===== config.mk =====
export PLATFORM = sky130hd
export DESIGN_NAME = lifo_drain_ctrl
export DESIGN_NICKNAME = d
export VERILOG_FILES = /design/src/rtl/lifo_drain_ctrl.sv
export SDC_FILE = /design/constraint.sdc
export NUM_CORES = 1
export LEC_CHECK = 0
export ABC_AREA = 0
export BUFFER_PORTS_ARGS = -buffer_cell sky130_fd_sc_hd__buf_2
export CAP_MARGIN = 20
export CORE_ASPECT_RATIO = 0.7
export CORE_MARGIN = 1
export CORE_UTILIZATION = 30
export CTS_CLUSTER_DIAMETER = 40
export DETAILED_ROUTE_END_ITERATION = 12
export GPL_TIMING_DRIVEN = 0
export SLEW_MARGIN = 20
export SYNTH_ARGS = -nofsm -noshare
export SYNTH_HDL_FRONTEND = slang
export SYNTH_SLANG_ARGS = --single-unit

===== constraint.sdc =====
create_clock -name clk -period 1.95 [get_ports clk]
set_input_delay 0.0975 -clock clk [delete_from_list [all_inputs] [get_ports clk]]
set_output_delay 0.0975 -clock clk [all_outputs]
set_load 0.02 [all_outputs]

===== src/rtl/lifo_drain_ctrl.sv =====
// lifo_drain_ctrl: pops a burst from a synchronous LIFO into a 2-entry valid/ready output buffer
// Optional feature: define LIFO_DRAIN_LAST_EN to add out_last, marking the final word of a drain.
module lifo_drain_ctrl #(
    parameter int DWIDTH = 4,
    parameter int CNTW   = 4,
    parameter int RD_LAT = 1
) (
    input  logic              clk,
    input  logic              rst,
    input  logic              start,
    input  logic [CNTW-1:0]   burst_len,
    output logic              busy,
    output logic              done,
    input  logic              lifo_empty,
    output logic              lifo_rd_en,
    input  logic [DWIDTH-1:0] lifo_data,
    output logic [DWIDTH-1:0] out_data,
    output logic              out_valid,
    input  logic              out_ready,
`ifdef LIFO_DRAIN_LAST_EN
    output logic              out_last,
`endif
    output logic [CNTW-1:0]   out_count
);
    typedef enum logic [1:0] {IDLE, DRAIN, FLUSH} state_t;
    state_t            r_state, w_next;
    logic [CNTW-1:0]   r_len, r_pcnt, r_cnt;
    logic              r_inflight, r_rd_en, r_done;
    logic [RD_LAT-1:0] r_pipe;
    logic [1:0]        r_occ, w_occ_n;
    logic [DWIDTH-1:0] r_b0, r_b1;
    logic              w_start, w_cap, w_xfer, w_reached, w_issue, w_fin, w_wr0;

    assign w_start   = (r_state == IDLE) && start;
    assign w_cap     = r_pipe[RD_LAT-1];
    assign w_xfer    = out_valid && out_ready;
    assign w_reached = (r_len != '0) && (r_pcnt == r_len);
    assign w_occ_n   = r_occ + {1'b0, w_cap} - {1'b0, w_xfer};
    // A pop may issue in the same cycle the previous one lands, so the LIFO's empty flag is already current
    assign w_issue   = (r_state == DRAIN) && !lifo_empty && (!r_inflight || w_cap) && (w_occ_n < 2'd2) && !w_reached;
    assign w_fin     = (r_state == FLUSH) && !r_inflight && (r_occ == 2'd0);
    assign w_wr0     = (r_occ == {1'b0, w_xfer});

    assign busy       = (r_state != IDLE);
    assign done       = r_done;
    assign lifo_rd_en = r_rd_en;
    assign out_data   = r_b0;
    assign out_valid  = (r_occ != 2'd0);
    assign out_count  = r_cnt;

    // State register
    always_ff @(posedge clk or negedge rst)
        if (!rst) r_state <= IDLE;
        else      r_state <= w_next;

    // Next-state: drain until target or empty, then flush the buffer and in-flight pop
    always_comb begin
        w_next = r_state;
        case (r_state)
            IDLE:    w_next = start ? DRAIN : IDLE;
            DRAIN:   w_next = (w_reached || (lifo_empty && !r_inflight)) ? FLUSH : DRAIN;
            FLUSH:   w_next = w_fin ? IDLE : FLUSH;
            default: w_next = IDLE;
        endcase
    end

    // Pop issue, read-latency pipe, counters and done pulse
    always_ff @(posedge clk or negedge rst)
        if (!rst) begin
            r_rd_en    <= 1'b0;
            r_pipe     <= '0;
            r_inflight <= 1'b0;
            r_done     <= 1'b0;
            r_len      <= '0;
            r_pcnt     <= '0;
            r_cnt      <= '0;
        end else begin
            r_rd_en    <= w_issue;
            r_pipe     <= RD_LAT'({r_pipe, r_rd_en});
            r_inflight <= w_issue || (r_inflight && !w_cap);
            r_done     <= w_fin;
            if (w_start) begin
                r_len  <= burst_len;
                r_pcnt <= '0;
            end else if (w_issue) r_pcnt <= r_pcnt + 1'b1;
            if (w_start) r_cnt <= '0;
            else if (w_xfer && (r_cnt != '1)) r_cnt <= r_cnt + 1'b1;
        end

    // Two-entry output FIFO: head in r_b0, capture goes to the first free slot after any transfer
    always_ff @(posedge clk or negedge rst)
        if (!rst) begin
            r_occ <= 2'd0;
            r_b0  <= '0;
            r_b1  <= '0;
        end else begin
            r_occ <= w_occ_n;
            if (w_xfer) r_b0 <= r_b1;
            if (w_cap && w_wr0) r_b0 <= lifo_data;
            if (w_cap && !w_wr0) r_b1 <= lifo_data;
        end

`ifdef LIFO_DRAIN_LAST_EN
    logic r_l0, r_l1, w_last_in;
    // Final pop: burst target reached, or the LIFO ran dry by the time the word lands
    assign w_last_in = w_reached || lifo_empty;
    assign out_last  = out_valid && r_l0;

    // Per-entry last tags, moving in lockstep with the data entries
    always_ff @(posedge clk or negedge rst)
        if (!rst) begin
            r_l0 <= 1'b0;
            r_l1 <= 1'b0;
        end else begin
            if (w_xfer) r_l0 <= r_l1;
            if (w_cap && w_wr0) r_l0 <= w_last_in;
            if (w_cap && !w_wr0) r_l1 <= w_last_in;
        end
`endif
endmodule


======== Yosys cells after proc, flatten, opt, wreduce, memory -nomap -nowiden ========
Cells that the tools add are included.
storage, ports and cells
  register bits after elaboration ......... 28
  output and inout bits ................... 12
  input bits .............................. 13
operators by class
  add/subtract/negate cells ............... 4
  equal/unequal tests ..................... 5
  $lt $le $gt $ge ......................... 1
  reduce and logical (&&, ||, !) cells .... 30
  mux-type cells .......................... 10
operators by type and width
  cell                                                             number
  4-bit 2-to-1 mux                                                 6
  1-bit logical AND                                                14
  2-bit nonzero test                                               5
  4-bit by 1-bit adder with 4-bit output, second input constant    2
  2-bit one-hot mux with 3 select lines                            1
  1-bit zero test                                                  5
  4-bit == test                                                    1
  2-bit zero test                                                  2
  2-bit 2-to-1 mux                                                 2
  4-bit != test, second input constant                             1
  4-bit nonzero test                                               1
  1-bit logical OR                                                 3
  2-bit by 1-bit adder with 2-bit output                           1
  2-bit by 1-bit == test with 1-bit output                         1
  2-bit by 1-bit == test with 1-bit output, second input constant  1
  2-bit == test, second input constant                             1
  2-bit < comparator, second input constant                        1
  2-bit by 1-bit subtractor with 2-bit output                      1
  1-bit 2-to-1 mux                                                 1

======== Logic depth before layout (Yosys ltp) ========
  word-level depth ........................ 8
  mapped depth ............................ 9
  gate-level depth less buffers ........... 9

======== Worst setup path after synthesis ========
OpenSTA, ideal clock, no wires.
  path kind ............................... register to register
  from .................................... register r_occ[1]
  to ...................................... register r_pcnt[2]
  path buffers ............................ 0
  arrival time ............................ 2.048 ns
  setup slack ............................. -0.226 ns
  setup time .............................. 0.128 ns
  clock period less this slack ............ 2.176 ns
  required time ........................... 1.822 ns
  stages on the path, launching flop included .. 10
  path through ............................ dfrtp_1 o21ai_2 inv_1 ha_1 inv_1 ha_1 xor3_2 nor4_4 o211ai_1 mux2i_1
on the way
  longest elaborated chain between the ends .. 7
  elaborated cells between the ends (all ways) .. 8
  those cells by class .................... add/sub (2); order compare (1); reduce/logical (5)
ends and longest elaborated chain
  item                                                                                            line  RTL
  from (decl)                                                                                     30    logic [1:0] r_occ, w_occ_n;
  from (signal assigned)                                                                          97    r_occ <= w_occ_n;
  parallel branches: the longest is 2 deep, another holds 2-bit by 1-bit adder with 2-bit output  n/a
  2-bit by 1-bit subtractor with 2-bit output *                                                   38    assign w_occ_n = r_occ + {1'b0, w_cap} - {1'b0, w_xfer};
  named net w_occ_n[1]                                                                            30
  2-bit < comparator *                                                                            40    assign w_issue = (r_state == DRAIN) && !lifo_empty && (!r_inflight || w_cap) && (w_occ_n < 2'd2) && !w_reached ...
  1-bit logical AND * (2 in series)                                                               40
  2-bit nonzero test (no source line) *                                                           n/a
  to (signal assigned)                                                                            85    end else if (w_issue) r_pcnt <= r_pcnt + 1'b1;
  to (decl)                                                                                       27    logic [CNTW-1:0] r_len, r_pcnt, r_cnt;
Mark *: on every way through the listed nets, which the timed path passes.
A chain may end at the register's enable or synchronous reset.

======== Worst setup path after layout ========
Same ends and word-level chain as after synthesis.

==> results.json <==
{
  "finClkSkew_ns": 0.00510,
  "finalCriticalPeriod_ns": 1.96,
  "reg2regPathDepth": 9,
  "initial_core_util": 0.328,
  "powerDensity_mw_per_mm2": 1450,
  "drv_slew": 0,
  "cts-htree-levels": 1,
  "clk_path_buf_depth": 2,
  "grt_first_pass_wirelength_um": 4400,
  "tns_ns": -0.00547,
  "syn-num-nets": 142,
  "rr_endpoint": "r_pcnt[2]",
  "antenna_found_initial": 0,
  "ant_nets": 0,
  "io_pins": 25,
  "fin_util": 0.403,
  "fp.dieH_um": 57.9,
  "max-vdd-ir-drop_mv": 0.476,
  "arrival_ns": 2.11,
  "yosysTopAreaCell": "dfrtp_1",
  "crit_chain": "o21ai_4 > inv_2 > ha_4 > inv_4 > ha_4 > xor3_2 > nor4_4 > o211ai_1 > mux2i_1",
  "cts_root_buf": "clkbuf_8",
  "violations": "setup timing",
  "setup_slack_ns": -0.00547,
  "finalSetupViolCount": 1,
  "grt.total_usage": 0.127,
  "postSynth.asyncResetShare": 1.00,
  "relSlewSlack": 0.582,
  "leakagePower_nw": 0.831,
  "dpl.hpwl_um": 1870,
  "hp-start": "burst_len[1]",
  "synth_ff_type": "dfrtp_1",
  "rrSetupSlack_ns": -0.005,
  "rsz0062_at_grt": "yes",
  "synth_cell_type_count": 30,
  "max_clock_freq_mhz": 511,
  "grt_pass1_vias": 1028,
  "viasPerCell": 4.73,
  "clkTransAtPathRegs_ns": 0.09,
  "syn_avg_cell_area_um2": 10.7,
  "ys_top_cells_by_area": "dfrtp_1 52%, mux2i_1 6.7%, nand2_1 6.2%, ha_1 3.7%, mux2_2 3.4%",
  "synth-edff-count": 0,
  "rows": 19,
  "insertion_delay_ns": 0.27,
  "yosysWarnings": 0,
  "die_area_mm2": 0.00475,
  "wl_per_cell_um": 11.9,
  "numPortBuffers": 24,
  "slowest_stage": "dfrtp_2",
  "wirelength_um": 2480,
  "ys_seq_area_frac": 0.522,
  "hold_path.class": "in -> reg",
  "holdPathEnd": "r_len[1]",
  "diodes": 0,
  "cp_max_fo": 3,
  "cts_sinks": 28,
  "drtIter0Drc": 18,
  "first_pass_iters": 3,
  "area_growth_pct": 22.9,
  "grt_max_degree": 29,
  "vias": 988,
  "status": "finished with violations",
  "hold_viol_final": 0,
  "worst_pin_slew_ns": 0.627,
  "maxCapViolations": 0,
  "synth_area_mm2": 0.00134,
  "fin_nets": 176,
  "timing.rr.start": "r_occ[1]",
  "cpPeakStageDelay_ns": 0.43,
  "cp-start-kind": "flop",
  "drive_gt1_frac": 0.318,
  "hold_path_depth": 3,
  "gp_congestion": 0.712,
  "overflow": 0,
  "path_class": "reg -> reg",
  "cts_tree": "built",
  "coreArea_mm2": 0.00409,
  "cpMostUsedCell": "ha_4",
  "period_share": 1.00,
  "numCtsBuffers": 3,
  "critPathCaptureType": "flop",
  "synth_top_area_frac": 0.522,
  "worstPathRequired_ns": 2.11,
  "remaining_drc_errors": 0,
  "die_w_um": 81.9,
  "synth_cells": 125,
  "synth_seq_cells": 28
}
==> area by class of cell <==
class                   count  area, µm²
fillers                   410       2440
plain buffers               2       7.51
flip-flops and latches     28        702
multi-input cells          86        637
repair buffers             29        160
inverters                   9       36.3
clock buffers               3       41.3
well taps                  52       65.1
==> power breakdown <==
part	internal, mW	switching, mW
Clock	0.139	0.167
Combinational	0.497	0.611
Sequential	0.803	0.172
==> cell usage in the layout, fill, tap and decap left out, types with 2 or more instances in the layout <==
cell / synthesis / layout
dfrtp_1: 28 / 27
buf_2: 0 / 24
nand2_1: 22 / 22
mux2i_1: 9 / 9
o21ai_0: 8 / 8
inv_1: 9 / 6
nor2_1: 4 / 4
nor3_1: 4 / 4
xor2_1: 4 / 4
mux2_2: 4 / 4
buf_4: 0 / 4
nand2b_1: 3 / 3
o21a_1: 3 / 3
clkbuf_8: 0 / 3
or2_2: 2 / 2
or3_1: 2 / 2
inv_2: 0 / 2
clkbuf_1: 2 / 2
nand3_1: 2 / 2
ha_4: 0 / 2
ha_1: 4 / 2
==> cells in the mapped netlist, types with 2 or more instances <==
master and number:
or3_1 2, nand2_1 22, mux2i_1 9, ha_1 4
mux2_2 4, inv_1 9, nand3_1 2, nor2_1 4
o21a_1 3, o21ai_2 2, xor2_1 4, nand2b_1 3
nor3_1 4, dfrtp_1 28, or2_2 2, o21ai_0 8
clkbuf_1 2
==> logic make-up after synthesis <==
group	after synthesis	share of synthesized area
compound gates	19	0.0924
xor+xnor	5	0.0448
fa+ha+maj	4	0.0373
buf+inv	11	0.0308
flops	28	0.522
mux	13	0.101
simple gates	45	0.172
==> worst max-delay path, delay by kind of cell, from the launching register on <==
family,cells,cell delay (ns)
XOR/XNOR,1,0.27
buffers and inverters,2,0.10
AO/OA/AOI/OAI,2,0.31
AND/OR/NAND/NOR,1,0.18
flip-flops,1,0.43
multiplexers,1,0.14
adder cells (fa/ha/maj),2,0.41
==> state kept, by name (all words and copies together), names as in the netlist <==
signal      flops
r_occ           2
r_state         2
r_len           4
r_pipe          1
r_inflight      1
out_data        4
out_count       4
lifo_rd_en      1
r_pcnt          4
done            1
r_b1            4
==> per-stage QoR <==
| stage | cells | hold slack (ns) | setup WS [ns] | power, mW | cell area, µm² |
|---|---|---|---|---|---|
| after floorplan | 125 | -0.198 | -0.152 | 1.72 | 1360 |
| after global placement | 201 | 0.137 | -0.296 | 1.94 | 1550 |
| after detailed placement | 201 | 0.152 | -0.350 | 2.01 | 1550 |
| after CTS | 207 | 0.00378 | -0.0939 | 2.38 | 1630 |
| after global routing | 209 | 0.0202 | -0.0931 | 2.60 | 1650 |
| final | 209 | 0.0120 | -0.00547 | 2.39 | 1650 |
==> metal layers <==
metal  wire length [µm]  vias to the layer above  track usage
li1                   -                      493            -
met1               1110                      477        0.144
met2               1210                       14        0.218
met3                107                        4       0.0315
met4                 57                        0       0.0677
met5                  0                        -            0
==> how the worst max path moves through the flow <==
stage	start	to	slack [ns]	cells past startpoint
floorplan	r_occ[0]	r_pcnt[2]	-0.15	9
global placement	r_occ[1]	r_pcnt[2]	-0.30	9
detailed placement	r_occ[1]	r_pcnt[2]	-0.35	9
CTS	r_occ[1]	r_pcnt[2]	-0.09	9
global route	r_occ[1]	r_pcnt[2]	-0.09	9
finish	r_occ[1]	r_pcnt[2]	-0.005	9
==> repair_timing <==
item	4_1_cts	5_1_grt
pin swaps	2	2
endpoints found under the hold margin	28	0
endpoints found under the setup margin	14	14
gates resized for setup	3	3
hold buffers	1	0
buffers inserted	2	2
(Power assumes the default switching activity.)
